### src/rtl/p09_vga_sync_tracker_if.sv
// p09_vga_sync_tracker_if
// Sync stream in, recovered raster timing out. The master side (a sync source
// or test driver) drives the active-low syncs and observes the recovered
// timing; the slave side is the tracker itself.
interface p09_vga_sync_tracker_if;
  logic       hsync_in;
  logic       vsync_in;
  logic [9:0] hpos;
  logic [9:0] vpos;
  logic       active;
  logic       line_pulse;
  logic       frame_pulse;
  logic       locked;
  logic [7:0] err_count;

  modport master (
    output hsync_in, vsync_in,
    input  hpos, vpos, active, line_pulse, frame_pulse, locked, err_count
  );

  modport slave (
    input  hsync_in, vsync_in,
    output hpos, vpos, active, line_pulse, frame_pulse, locked, err_count
  );
endinterface

### src/rtl/p09_vga_sync_tracker.sv
// p09_vga_sync_tracker
// Recovers hpos/vpos/active/line_pulse/frame_pulse from an external active-low
// hsync/vsync stream using a flywheel counter. SEARCH waits for an hsync edge,
// ALIGN realigns on every mismatch until enough consecutive lines hit and a
// vsync edge has been seen, LOCKED free-runs and only tolerates a bounded
// number of consecutive hsync misses.
// Optional feature: define P09_VGA_TRACK_ERRCNT_EN to build the saturating
// sync error counter on err_count; otherwise err_count is tied to zero.
module p09_vga_sync_tracker #(
  parameter int H_TOTAL      = 800,
  parameter int H_ACTIVE     = 640,
  parameter int H_SYNC_START = 656,
  parameter int V_TOTAL      = 525,
  parameter int V_ACTIVE     = 480,
  parameter int V_SYNC_START = 490,
  parameter int LOCK_LINES   = 4,
  parameter int MISS_LIMIT   = 3
) (
  input logic                   clk,
  input logic                   nRst,
  p09_vga_sync_tracker_if.slave trk
);

  typedef enum logic [1:0] {
    ST_SEARCH = 2'd0,
    ST_ALIGN  = 2'd1,
    ST_LOCKED = 2'd2
  } state_e;

  localparam logic [9:0] H_LAST    = 10'(H_TOTAL - 1);
  localparam logic [9:0] V_LAST    = 10'(V_TOTAL - 1);
  localparam logic [9:0] H_SS      = 10'(H_SYNC_START);
  localparam logic [9:0] H_REALIGN = 10'(H_SYNC_START + 1);
  localparam logic [9:0] V_SS      = 10'(V_SYNC_START);
  localparam logic [9:0] V_SS_NEXT = 10'(V_SYNC_START + 1);
  localparam logic [9:0] H_ACT     = 10'(H_ACTIVE);
  localparam logic [9:0] V_ACT     = 10'(V_ACTIVE);
  localparam logic [3:0] LOCK_N    = 4'(LOCK_LINES);
  localparam logic [3:0] MISS_N    = 4'(MISS_LIMIT);

  state_e     state_q, state_d;
  logic [9:0] hpos_q, hpos_d;
  logic [9:0] vpos_q, vpos_d;
  logic       vseen_q, vseen_d;
  logic [3:0] good_lines_q, good_lines_d;
  logic [3:0] miss_cnt_q, miss_cnt_d;
  logic       hs_q, vs_q;

  logic       hs_fall_s, vs_fall_s;
  logic       h_wrap_s, v_wrap_s;
  logic       check_pt_s, hit_s, miss_s, v_err_s;
  logic [9:0] hpos_inc_s, vpos_inc_s, vpos_reload_s;

  // Edge detection, flywheel increments and hit/miss classification
  always_comb begin
    hs_fall_s     = hs_q & ~trk.hsync_in;
    vs_fall_s     = vs_q & ~trk.vsync_in;
    h_wrap_s      = (hpos_q == H_LAST);
    v_wrap_s      = (vpos_q == V_LAST);
    check_pt_s    = (hpos_q == H_SS);
    hit_s         = check_pt_s & hs_fall_s;
    // a missing edge at the check point and a stray edge elsewhere are both misses
    miss_s        = check_pt_s ^ hs_fall_s;
    v_err_s       = (state_q == ST_LOCKED) & vs_fall_s & (vpos_q != V_SS);
    hpos_inc_s    = h_wrap_s ? 10'd0 : (hpos_q + 10'd1);
    if (h_wrap_s) begin
      vpos_inc_s = v_wrap_s ? 10'd0 : (vpos_q + 10'd1);
    end else begin
      vpos_inc_s = vpos_q;
    end
    // a vsync edge on the last pixel of a line already belongs to the next line
    vpos_reload_s = h_wrap_s ? V_SS_NEXT : V_SS;
  end

  // Tracker state machine: next state, counters and lock bookkeeping
  always_comb begin
    state_d      = state_q;
    hpos_d       = hpos_q;
    vpos_d       = vpos_q;
    vseen_d      = vseen_q;
    good_lines_d = good_lines_q;
    miss_cnt_d   = miss_cnt_q;
    case (state_q)
      ST_SEARCH: begin
        hpos_d       = 10'd0;
        vpos_d       = 10'd0;
        vseen_d      = 1'b0;
        good_lines_d = 4'd0;
        miss_cnt_d   = 4'd0;
        if (hs_fall_s) begin
          hpos_d  = H_REALIGN;
          state_d = ST_ALIGN;
        end else begin
          state_d = ST_SEARCH;
        end
      end
      ST_ALIGN: begin
        hpos_d     = hpos_inc_s;
        vpos_d     = vpos_inc_s;
        miss_cnt_d = 4'd0;
        if (hit_s) begin
          good_lines_d = (good_lines_q == 4'hF) ? good_lines_q : (good_lines_q + 4'd1);
        end else if (miss_s) begin
          good_lines_d = 4'd0;
          if (hs_fall_s) begin
            hpos_d = H_REALIGN;
          end else begin
            hpos_d = hpos_inc_s;
          end
        end else begin
          good_lines_d = good_lines_q;
        end
        if (vs_fall_s) begin
          vpos_d  = vpos_reload_s;
          vseen_d = 1'b1;
        end else begin
          vseen_d = vseen_q;
        end
        if ((good_lines_d >= LOCK_N) && vseen_d) begin
          state_d = ST_LOCKED;
        end else begin
          state_d = ST_ALIGN;
        end
      end
      ST_LOCKED: begin
        hpos_d = hpos_inc_s;
        vpos_d = vpos_inc_s;
        if (hit_s) begin
          miss_cnt_d = 4'd0;
        end else if (miss_s) begin
          miss_cnt_d = (miss_cnt_q == 4'hF) ? miss_cnt_q : (miss_cnt_q + 4'd1);
        end else begin
          miss_cnt_d = miss_cnt_q;
        end
        if (v_err_s) begin
          vpos_d = vpos_reload_s;
        end else begin
          vpos_d = vpos_inc_s;
        end
        if (miss_cnt_d >= MISS_N) begin
          state_d      = ST_SEARCH;
          hpos_d       = 10'd0;
          vpos_d       = 10'd0;
          vseen_d      = 1'b0;
          good_lines_d = 4'd0;
          miss_cnt_d   = 4'd0;
        end else begin
          state_d = ST_LOCKED;
        end
      end
      default: begin
        state_d      = ST_SEARCH;
        hpos_d       = 10'd0;
        vpos_d       = 10'd0;
        vseen_d      = 1'b0;
        good_lines_d = 4'd0;
        miss_cnt_d   = 4'd0;
      end
    endcase
  end

  // State, counter and sync-history registers with synchronous reset
  always_ff @(posedge clk) begin
    if (!nRst) begin
      state_q      <= ST_SEARCH;
      hpos_q       <= 10'd0;
      vpos_q       <= 10'd0;
      vseen_q      <= 1'b0;
      good_lines_q <= 4'd0;
      miss_cnt_q   <= 4'd0;
      hs_q         <= 1'b1;
      vs_q         <= 1'b1;
    end else begin
      state_q      <= state_d;
      hpos_q       <= hpos_d;
      vpos_q       <= vpos_d;
      vseen_q      <= vseen_d;
      good_lines_q <= good_lines_d;
      miss_cnt_q   <= miss_cnt_d;
      hs_q         <= trk.hsync_in;
      vs_q         <= trk.vsync_in;
    end
  end

`ifdef P09_VGA_TRACK_ERRCNT_EN
  logic [7:0] err_count_q, err_count_d;
  logic       err_evt_s;

  // One error per cycle for any hsync miss while tracking or vsync mismatch while locked
  always_comb begin
    err_evt_s   = ((state_q != ST_SEARCH) & miss_s) | v_err_s;
    err_count_d = err_count_q;
    if (err_evt_s && (err_count_q != 8'hFF)) begin
      err_count_d = err_count_q + 8'd1;
    end else begin
      err_count_d = err_count_q;
    end
  end

  // Error counter register, cleared only by reset
  always_ff @(posedge clk) begin
    if (!nRst) begin
      err_count_q <= 8'd0;
    end else begin
      err_count_q <= err_count_d;
    end
  end

  assign trk.err_count = err_count_q;
`else
  assign trk.err_count = 8'd0;
`endif

  assign trk.hpos        = hpos_q;
  assign trk.vpos        = vpos_q;
  assign trk.locked      = (state_q == ST_LOCKED);
  assign trk.active      = (state_q == ST_LOCKED) & (hpos_q < H_ACT) & (vpos_q < V_ACT);
  assign trk.line_pulse  = (state_q != ST_SEARCH) & (hpos_q == H_LAST);
  assign trk.frame_pulse = trk.line_pulse & (vpos_q == V_LAST) & vseen_q;

endmodule

### src/flat_wrapper.sv
// flat-port wrapper written by rule: the top's interface ports become plain ports
module p09_vga_sync_tracker_flat 
#(
  parameter int H_TOTAL      = 800,
  parameter int H_ACTIVE     = 640,
  parameter int H_SYNC_START = 656,
  parameter int V_TOTAL      = 525,
  parameter int V_ACTIVE     = 480,
  parameter int V_SYNC_START = 490,
  parameter int LOCK_LINES   = 4,
  parameter int MISS_LIMIT   = 3
)
  (clk, nRst, trk_hsync_in, trk_vsync_in, trk_hpos, trk_vpos, trk_active, trk_line_pulse, trk_frame_pulse, trk_locked, trk_err_count);
  p09_vga_sync_tracker_if trk_i ();
  input logic clk;
  input logic nRst;
  input wire logic [$bits(trk_i.hsync_in)-1:0] trk_hsync_in;
  input wire logic [$bits(trk_i.vsync_in)-1:0] trk_vsync_in;
  output wire logic [$bits(trk_i.hpos)-1:0] trk_hpos;
  output wire logic [$bits(trk_i.vpos)-1:0] trk_vpos;
  output wire logic [$bits(trk_i.active)-1:0] trk_active;
  output wire logic [$bits(trk_i.line_pulse)-1:0] trk_line_pulse;
  output wire logic [$bits(trk_i.frame_pulse)-1:0] trk_frame_pulse;
  output wire logic [$bits(trk_i.locked)-1:0] trk_locked;
  output wire logic [$bits(trk_i.err_count)-1:0] trk_err_count;
  assign trk_i.hsync_in = trk_hsync_in;
  assign trk_i.vsync_in = trk_vsync_in;
  assign trk_hpos = trk_i.hpos;
  assign trk_vpos = trk_i.vpos;
  assign trk_active = trk_i.active;
  assign trk_line_pulse = trk_i.line_pulse;
  assign trk_frame_pulse = trk_i.frame_pulse;
  assign trk_locked = trk_i.locked;
  assign trk_err_count = trk_i.err_count;
  p09_vga_sync_tracker #(.H_TOTAL(H_TOTAL), .H_ACTIVE(H_ACTIVE), .H_SYNC_START(H_SYNC_START), .V_TOTAL(V_TOTAL), .V_ACTIVE(V_ACTIVE), .V_SYNC_START(V_SYNC_START), .LOCK_LINES(LOCK_LINES), .MISS_LIMIT(MISS_LIMIT)) u_core (.clk(clk), .nRst(nRst), .trk(trk_i));
endmodule
### config.mk
export PLATFORM = sky130hd
export DESIGN_NAME = p09_vga_sync_tracker_flat
export DESIGN_NICKNAME = d
export VERILOG_FILES = /design/src/rtl/p09_vga_sync_tracker_if.sv /design/src/rtl/p09_vga_sync_tracker.sv /design/src/flat_wrapper.sv
export SDC_FILE = /design/constraint.sdc
export NUM_CORES = 1
export LEC_CHECK = 0
export CORE_ASPECT_RATIO = 1.2
export CORE_UTILIZATION = 50
export DETAILED_ROUTE_END_ITERATION = 10
export PLACE_DENSITY = 0.83
export SYNTH_ARGS = -nofsm -noshare
export SYNTH_HDL_FRONTEND = slang
export SYNTH_SLANG_ARGS = --single-unit
### constraint.sdc
create_clock -name clk -period 3.36 [get_ports clk]
set_clock_uncertainty 0.2 [all_clocks]
set_input_delay 0.672 -clock clk [delete_from_list [all_inputs] [get_ports clk]]
set_output_delay 0.672 -clock clk [all_outputs]
set_load 0.005 [all_outputs]
==> flow_summary.yaml <==
outcome:
  status: "finished clean"
power:
  p_int_mw: 0.682
  clockPowerShare: 0.436
  powerDensity_nw_per_um2: 344
  leakagePower_nw: 0.915
  peakVddDrop_uv: 233
  p_switching_mw: 0.199
  comb_power_share: 0.097
  swShare: 0.226
  power_frac_seq: 0.467
hold_path:
  hold_start: "u_core.good_lines_q[1]"
  hold_depth: 2
  worstHoldEndpoint: "u_core.good_lines_q[1]"
  min_path_type: "reg -> reg"
setup_path:
  worstPathCellList: "inv_1 -> ha_1 -> nand4_1 -> or4_4 -> nor4b_4 -> clkdlybuf4s50_1"
  cp_slowest_cell: "clkdlybuf4s50_1"
  slowest_delay_ns: 0.54
  arrival_ns: 2.33
  worst_r2r_endpoint: "u_core.vseen_q"
  r2r_cells: 9
  setup.worst_path.class: "reg -> out"
  reg2reg_setup_slack_ns: 0.27
  cp-end-kind: "primary output"
  required_ns: 2.49
  critPathMaxFanout: 4
  critPathBufInv: 2
  start_kind: "flop"
  reg2reg_from: "u_core.trk.hpos[9]"
  crit_family: "simple AND/OR/NAND/NOR gates"
timing:
  setup_viol: 0
  post-route-period-util: 0.952
  rsz0062_at_grt: "no"
  hold_viol: 0
  slew-limit-headroom: 0.668
  hold_slack_ns: 0.295
  min_period_ns: 3.20
  tightest_slew_ns: 0.493
  maxSlewViolCount: 0
  setup_tns_ns: 0
  timing.fmax_ghz: 0.313
synth:
  synth_seq_cells: 33
  synth_top_area_frac: 0.320
  synth-edff-count: 0
  synth.top_cells.by_area: "dfxtp_1, ha_1, buf_4"
  synth_area_per_cell_um2: 8.35
  ys.flop_type: "dfxtp_1"
  yosysTopAreaCell: "dfxtp_1"
  yosysMostFrequentCell: "dfxtp_1"
  ys_warn_count: 0
  netlist_instances: 247
  synthArstFlopShare: 0
  ys_seq_area_frac: 0.320
  synthTopCellsByCount: "dfxtp_1, nor2_1, nand2_1"
  synth.distinct_cells: 52
  syn_area_um2: 2060
clock_network:
  cts_buffers: 5
  clk_latency_ns: 0.28
  clockRootBuffer: "clkbuf_8"
  cts_max_level: 2
  clkTransAtPathRegs_ns: 0.07
  cts_tree: "yes"
  clockBufferDepth: 2
  cts_hold_buf: 0
  cts.sinks: 33
routing:
  viasPerCell: 5.76
  route.detailed.drc: 0
  routed_wl_mm: 4.79
  dr.pass1.iters: 4
  ant_nets: 0
  drtIter0Drc: 101
  vias: 1974
  routedWlPerCell_um: 14.0
grt:
  globalRouteTotalUtil: 0.237
  grt_max_degree: 11
  grt_remaining_overflow: 0
  antenna_found_initial: 0
  first_global_vias: 1787
  grt_pass1_wl_mm: 7.81
layout:
  fillers: 351
  area_growth_pct: 24.1
  fin_area_um2: 2560
  antenna_cells: 0
  drive_above_1_share: 0.104
  fin_nets: 304
die:
  dieWidth_um: 60.6
  start_util: 0.523
  die_h_um: 72.4
  core_um2: 3940
  io_pins: 36
  rows: 25
  dieArea_um2: 4390
place:
  hpwl_mm: 3.53
  io_buffer_count: 27
  placed_area_um2: 2420
  gp_congestion: 0.943
flow_run:
  maxCapViolCount: 0
routing by layer:
layer	vias to the layer above	share of wire	global-route usage	routed length [µm]
li1	971	-	-	-
met1	929	0.43	0.281	2050
met2	61	0.49	0.403	2370
met3	13	0.054	0.0463	259
met4	0	0.025	0.106	118
met5	-	0	0	0
cell type report:
cell class | instances | area (µm²) | area share
Multi-Input combinational cell | 192 | 1280 | 0.499
Sequential cell | 33 | 661 | 0.258
Timing Repair Buffer | 43 | 390 | 0.152
Clock buffer | 7 | 86.3 | 0.0337
Tap cell | 54 | 67.6 | 0.0264
Inverter | 13 | 48.8 | 0.0191
Clock inverter | 1 | 30.0 | 0.0117
flip-flops by register name, summed over array words and instances, names as in the netlist:
name,flops
u_core.good_lines_q,4
u_core.hs_q,1
u_core.miss_cnt_q,4
u_core.state_q,2
u_core.trk.hpos,10
u_core.trk.vpos,10
u_core.vs_q,1
u_core.vseen_q,1
power by group through the flow:
stage          Combinational, mW  Sequential (mW)  Clock [mW]
2_1_floorplan             0.0644            0.418           0
3_3_place_gp              0.0822            0.420           0
3_5_place_dp              0.0833            0.420           0
4_1_cts                   0.0841            0.411       0.391
5_1_grt                   0.0955            0.413       0.403
6_report                  0.0856            0.411       0.384
worst register-to-register path: stages (launching register included):
cell      delay (ns)
dfxtp_1         0.33
or3b_4          0.41
nor4_2          0.27
buf_4           0.17
ha_1            0.27
a21oi_1         0.14
a31oi_1         0.07
or4b_1          0.64
buf_4           0.21
a311oi_1        0.29
worst max-delay path by stage:
stage,from,endpoint,slack [ns],cells past startpoint
2_1_floorplan,u_core.trk.hpos[5],u_core.trk.hpos[9],0.36,9
6_report,u_core.trk.vpos[0],trk_frame_pulse,0.16,6
3_3_place_gp,trk_hsync_in,u_core.trk.hpos[9],0.08,9
5_1_grt,u_core.trk.vpos[0],trk_frame_pulse,0.04,6
4_1_cts,u_core.trk.vpos[0],trk_frame_pulse,0.07,6
3_5_place_dp,trk_hsync_in,u_core.miss_cnt_q[1],0.03,9
through the flow:
step	instances	total power [mW]	setup slack, ns	util
floorplan	256	0.482	0.364	-
global placement	335	0.502	0.0825	0.614
detailed placement	335	0.503	0.0334	0.614
CTS	343	0.886	0.0714	0.645
global route	343	0.912	0.0358	0.650
finish	343	0.881	0.162	0.650
kinds of logic (layout without fill, tap and decap cells):
group | after synthesis | in the layout | synth area share
xor+xnor | 14 | 14 | 0.0594
buf+inv | 31 | 64 | 0.0897
flops | 33 | 33 | 0.320
simple gates | 106 | 106 | 0.290
fa+ha+maj | 12 | 12 | 0.0728
mux | 1 | 1 | 0.00485
other cells | 1 | 10 | 0.00182
compound gates | 49 | 49 | 0.161
what timing repair did:
| item | 4_1_cts | 5_1_grt |
|---|---|---|
| setup endpoints to repair | 1 | 2 |
| gates resized for setup | 1 | 3 |
| buffers inserted | 0 | 0 |
cells in the final DEF (no fill, tap or decap), types with 3 or more instances in the layout:
master           synthesis  routed
a211oi_1                 3       3
ha_1                    12      12
nand4_1                  8       8
nor2_1                  18      18
and2_1                   3       3
nor4_1                   5       4
clkdlybuf4s50_1          0      27
nand4b_1                 4       4
a31oi_1                  4       4
o21ai_0                  8       8
nor3_1                  13      13
buf_4                   10      16
o22ai_1                  7       7
clkbuf_8                 0       6
nand3_1                 13      13
dfxtp_1                 33      33
inv_1                   13      13
nand2b_1                 7       7
nand2_1                 14      14
xnor2_1                  8       8
nor2b_1                  4       4
conb_1                   1      10
a21oi_1                  8       8
xor2_1                   6       6
Note: power is estimated with default switching activity, not from simulation.
==> patch 1: new RTL, same flow settings <==
Encoding of `state_e`: now one-hot (3 bits for 3 states).
--- a/src/rtl/p09_vga_sync_tracker.sv
+++ b/src/rtl/p09_vga_sync_tracker.sv
@@ -21,10 +21,10 @@
   p09_vga_sync_tracker_if.slave trk
 );
 
-  typedef enum logic [1:0] {
-    ST_SEARCH = 2'd0,
-    ST_ALIGN  = 2'd1,
-    ST_LOCKED = 2'd2
+  typedef enum logic [2:0] {
+    ST_SEARCH = 3'b001,
+    ST_ALIGN  = 3'b010,
+    ST_LOCKED = 3'b100
   } state_e;
 
   localparam logic [9:0] H_LAST    = 10'(H_TOTAL - 1);
Formal check against the unedited RTL: no difference found for any inputs over 10 cycles, from zero or initial values and one cycle with nRst low; not proved beyond that.
==> patch 1 against the unedited design <==
Largest power group unchanged. Critical endpoint unchanged. Power fell by 2.8%. Area after synthesis rose by 1.3%. Wire length rose by 9.6%. Via count rose by 1.7%. Setup slack got worse by 0.013 ns. Sequential cell count rose by 1. Hold slack improved by 0.034 ns. Final area fell by 0.64%.
==> patch 1: results (changes against the unedited design) <==
| Metric | Value |
|---|---|
| Status | `completed` |
| Post-synth top cells | `dfxtp_1 (34), nand2_1 (23), nor2_1 (13), nor3_1 (13)` |
| Met2 Routed Length | `2620 um (+11%)` |
| Worst IR drop on VDD | `0.217 mV (-6.8%)` |
| Static Leak | `0.906 nW (-0.98%)` |
| Met3 usage | `5.50% (+0.86 points)` |
| Hold depth | `1 (-1)` |
| Part of the Yosys area used for sequential elements | `32.6% (+0.54 points)` |
| Initial DRC count | `105 (+4.0%)` |
| Xor and xnor area share after synthesis | `7.12% (+1.2 points)` |
| Critical path launch point | `u_core.trk.hpos[0]` |
| Hold Path Sink | `u_core.trk.hpos[0]` |
| Met3 Wirelength | `267 um (+3.1%)` |
| Hold Slack | `0.329 ns (+0.0343 ns)` |
| Crit Reg-Reg Endpoint | `u_core.trk.vpos[6]` |
| Sequential power | `0.422 mW (+3%)` |
| Vias | `2008 (+1.7%)` |
| First-pass GRT wire length | `8620 um (+10%)` |
| Delay of the slowest cell on the worst path | `0.50 ns (-0.04 ns)` |
| R2R Setup Slk | `0.30 ns (+0.03 ns)` |
| # resized after CTS | `0 (-1)` |
| CP max FO | `6 (+2)` |
| Clk_lat worst skew | `0.29 ns` |
| Clk power | `0.368 mW (-4%)` |
| M1 WL | `2230 um (+9.0%)` |
| Hold Crit Start | `u_core.trk.hpos[0]` |
| Top post-synthesis cells by area | `dfxtp_1 (33%), ha_1 (4.8%), xnor2_1 (4.2%)` |
| Htree depth | `2 (unchanged)` |
| GRT met1 Usage | `32.9% (+4.8 points)` |
| Mux cell area share after synthesis | `0.958% (+0.47 points)` |
| Mean routed wirelength per cell | `15.4 um (+10%)` |
| Largest net degree at the start of global routing | `14 (+3)` |
| Layout cells sized above 1 | `7.64% (-2.7 points)` |
| Crit path capture | `trk_frame_pulse` |
| DP HPWL | `3890 um (+10%)` |
| Cells on worst reg2reg path | `10 (+1)` |
| Met2 usage | `41.7% (+1.4 points)` |
| Post-CTS Setup Bufs | `0 (unchanged)` |
| Gpl congestion | `0.994 (+5.4%)` |
| Nets | `299 (-1.6%)` |
| Worst slew margin | `55.4% (-11 points)` |
| Compound-Gate Fraction of Synth Area | `19.8% (+3.7 points)` |
| NetSw | `0.193 mW (-2.8%)` |
| Total track usage | `26.1% (+2.4 points)` |
| HP Class | `reg -> reg` |
| Adder-cell share of the synthesized area | `4.79% (-2.5 points)` |
| Clock network fraction of design power | `43.0% (-0.6 points)` |
| Vias in the first global route | `1843 (+3.1%)` |
[patch 1: changes by cell type in the layout (fill, tap and decap cells not counted), moves of 6 or more]
cell and change:
buf_4 -9, o22ai_1 -6, o21ai_1 +7, nand2_1 +9, a31oi_1 +7
[patch 1: area by class of cell]
class | instances | area, sq um
fillers | 354 | 1430
multi-input cells | 201 | 1330
flip-flops and latches | 34 | 681
repair buffers | 34 | 323
clock buffers | 7 | 76.3
well taps | 54 | 67.6
inverters | 11 | 41.3
clock inverters | 1 | 30.0
[patch 1: through the flow]
| stage | std cells | instance area [sq um] | utilization [%] | setup WS (ns) |
|---|---|---|---|---|
| floorplan | 259 | 2120 | - | 0.608 |
| global placement | 334 | 2430 | 61.2 | 0.261 |
| detailed placement | 334 | 2430 | 61.2 | 0.195 |
| CTS | 342 | 2540 | 63.8 | 0.124 |
| global route | 342 | 2540 | 64.0 | 0.00136 |
| finish | 342 | 2540 | 64.0 | 0.149 |
==> patch 2: new RTL, same settings <==
Without the edit above. Build with the macro `P09_VGA_TRACK_ERRCNT_EN` defined.
--- a/src/rtl/p09_vga_sync_tracker.sv
+++ b/src/rtl/p09_vga_sync_tracker.sv
@@ -6,6 +6,8 @@
 // number of consecutive hsync misses.
 // Optional feature: define P09_VGA_TRACK_ERRCNT_EN to build the saturating
 // sync error counter on err_count; otherwise err_count is tied to zero.
+`define P09_VGA_TRACK_ERRCNT_EN
+
 module p09_vga_sync_tracker #(
   parameter int H_TOTAL      = 800,
   parameter int H_ACTIVE     = 640,
Function: changed (Yosys sat finds a counterexample within 4 cycles, from zero or initial values and one cycle with nRst low).
==> patch 2 against the unedited design <==
Sequential cell count rose by 8. Clock power shrank 16%. Area after synthesis grew 19%. Setup slack better by 0.050 ns. Wire length rose by 15%. Via count rose by 15%. Critical path type unchanged. Register-to-register slack better by 0.16 ns. Power increased by 3.2%. Final area increased by 15%. Global-route usage shrank 0.82 points. Die area up 18%. Largest cell class unchanged.
==> patch 2: results (changes against the unedited design) <==
| Metric | Value |
|---|---|
| NetSw | `0.233 mW (+17%)` |
| RR Startpoint | `u_core.trk.hpos[4]` |
| Gpl congestion | `0.827 (-12%)` |
| Vias | `2263 (+15%)` |
| CTS clock-pin slew for the worst setup and hold paths | `0.09 ns (+0.02 ns)` |
| Met2 Routed Length | `2800 um (+18%)` |
| Worst IR drop on VDD | `0.152 mV (-35%)` |
| First-pass GRT wire length | `9200 um (+18%)` |
| R2R Setup Slk | `0.43 ns (+0.16 ns)` |
| Port Buf Inserts | `35 (+30%)` |
| Met3 Wirelength | `196 um (-24%)` |
| Largest net degree at the start of global routing | `17 (+6)` |
| Critical-path top delay cell | `clkdlybuf4s50_1` |
| Met2 usage | `39.8% (-0.50 points)` |
| Part of the Yosys area used for sequential elements | `33.5% (+1.5 points)` |
| Fmax | `318 MHz (+1.6%)` |
| Met3 usage | `3.78% (-0.86 points)` |
| # resized after CTS | `0 (-1)` |
| CP max FO | `6 (+2)` |
| GRT met1 Usage | `26.8% (-1.3 points)` |
| Highest routed layer | `met4` |
| Adder-cell share of the synthesized area | `6.64% (-0.64 points)` |
| Mux cell area share after synthesis | `0.409% (-0.077 points)` |
| Nets | `336 (+11%)` |
| Xor and xnor area share after synthesis | `5.72% (-0.22 points)` |
| Total track usage | `22.8% (-0.82 points)` |
| Pre-CTS WS | `0.226 ns (+0.192 ns)` |
| Crit Reg-Reg Endpoint | `u_core.trk.hpos[2]` |
| Vias in the first global route | `2021 (+13%)` |
| Clk_lat worst skew | `0.31 ns (+0.03 ns)` |
| Static Leak | `1.00 nW (+9.5%)` |
| Distinct cells, synth | `56 (+7.7%)` |
| Critical path launch point | `u_core.trk.hpos[0]` |
| Mean routed wirelength per cell | `14.6 um (+4.6%)` |
| Status | `completed` |
| Worst path arrival time | `2.28 ns (-0.05 ns)` |
| M1 WL | `2400 um (+17%)` |
| Top post-synthesis cells by area | `dfxtp_1 (34%), ha_1 (6.6%), o31ai_1 (3.7%)` |
| Htree depth | `2 (unchanged)` |
| Initial DRC count | `149 (+48%)` |
| Delay of the slowest cell on the worst path | `0.50 ns (-0.04 ns)` |
| DP HPWL | `4060 um (+15%)` |
| Post-synth top cells | `dfxtp_1 (41), nand2_1 (18), nand3_1 (16), nor2_1 (16), a21oi_1 (15)` |
| Compound-Gate Fraction of Synth Area | `19.6% (+3.5 points)` |
| Layout cells sized above 1 | `6.88% (-3.5 points)` |
| Cells on worst reg2reg path | `8 (-1)` |
| Worst slew margin | `57.4% (-9.5 points)` |
patch 2: changes by cell type after synthesis, moves of 4 or more:
cell	delta
a21oi_1	+7
and3_1	+4
buf_2	+5
buf_4	-9
dfxtp_1	+8
nand2_1	+4
o31ai_1	+10
patch 2: power groups by stage:
| stage | clock network, mW | registers (mW) | logic, mW |
|---|---|---|---|
| after global placement | 0 | 0.518 | 0.0779 |
| final | 0.323 | 0.507 | 0.0793 |
| after global routing | 0.343 | 0.508 | 0.0890 |
| after CTS | 0.327 | 0.506 | 0.0794 |
| after floorplan | 0 | 0.516 | 0.0522 |
| after detailed placement | 0 | 0.518 | 0.0788 |
patch 2: layout make-up:
| class | instances | area, sq um |
|---|---|---|
| clock buffers | 5 | 68.8 |
| clock inverters | 3 | 17.5 |
| fillers | 419 | 1730 |
| inverters | 11 | 41.3 |
| multi-input cells | 220 | 1520 |
| flip-flops and latches | 41 | 821 |
| well taps | 58 | 72.6 |
| repair buffers | 40 | 388 |
patch 2: worst min-delay path by stage:
stage                                    endpoint  depth (start not counted)  slack, ns                    start
after floorplan           u_core.trk.err_count[4]                          2       0.28  u_core.trk.err_count[4]
after global placement    u_core.trk.err_count[4]                          2       0.28  u_core.trk.err_count[4]
after detailed placement  u_core.trk.err_count[4]                          2       0.29  u_core.trk.err_count[4]
after CTS                 u_core.trk.err_count[4]                          2       0.30  u_core.trk.err_count[4]
after global routing      u_core.trk.err_count[4]                          2       0.34  u_core.trk.err_count[4]
final                     u_core.trk.err_count[4]                          2       0.30  u_core.trk.err_count[4]
patch 2: stage by stage:
stage	power [mW]	instances	cell area (sq um)
2_1_floorplan	0.568	285	2450
3_3_place_gp	0.595	370	2850
3_5_place_dp	0.597	370	2850
4_1_cts	0.913	378	2930
5_1_grt	0.940	378	2930
6_report	0.909	378	2930
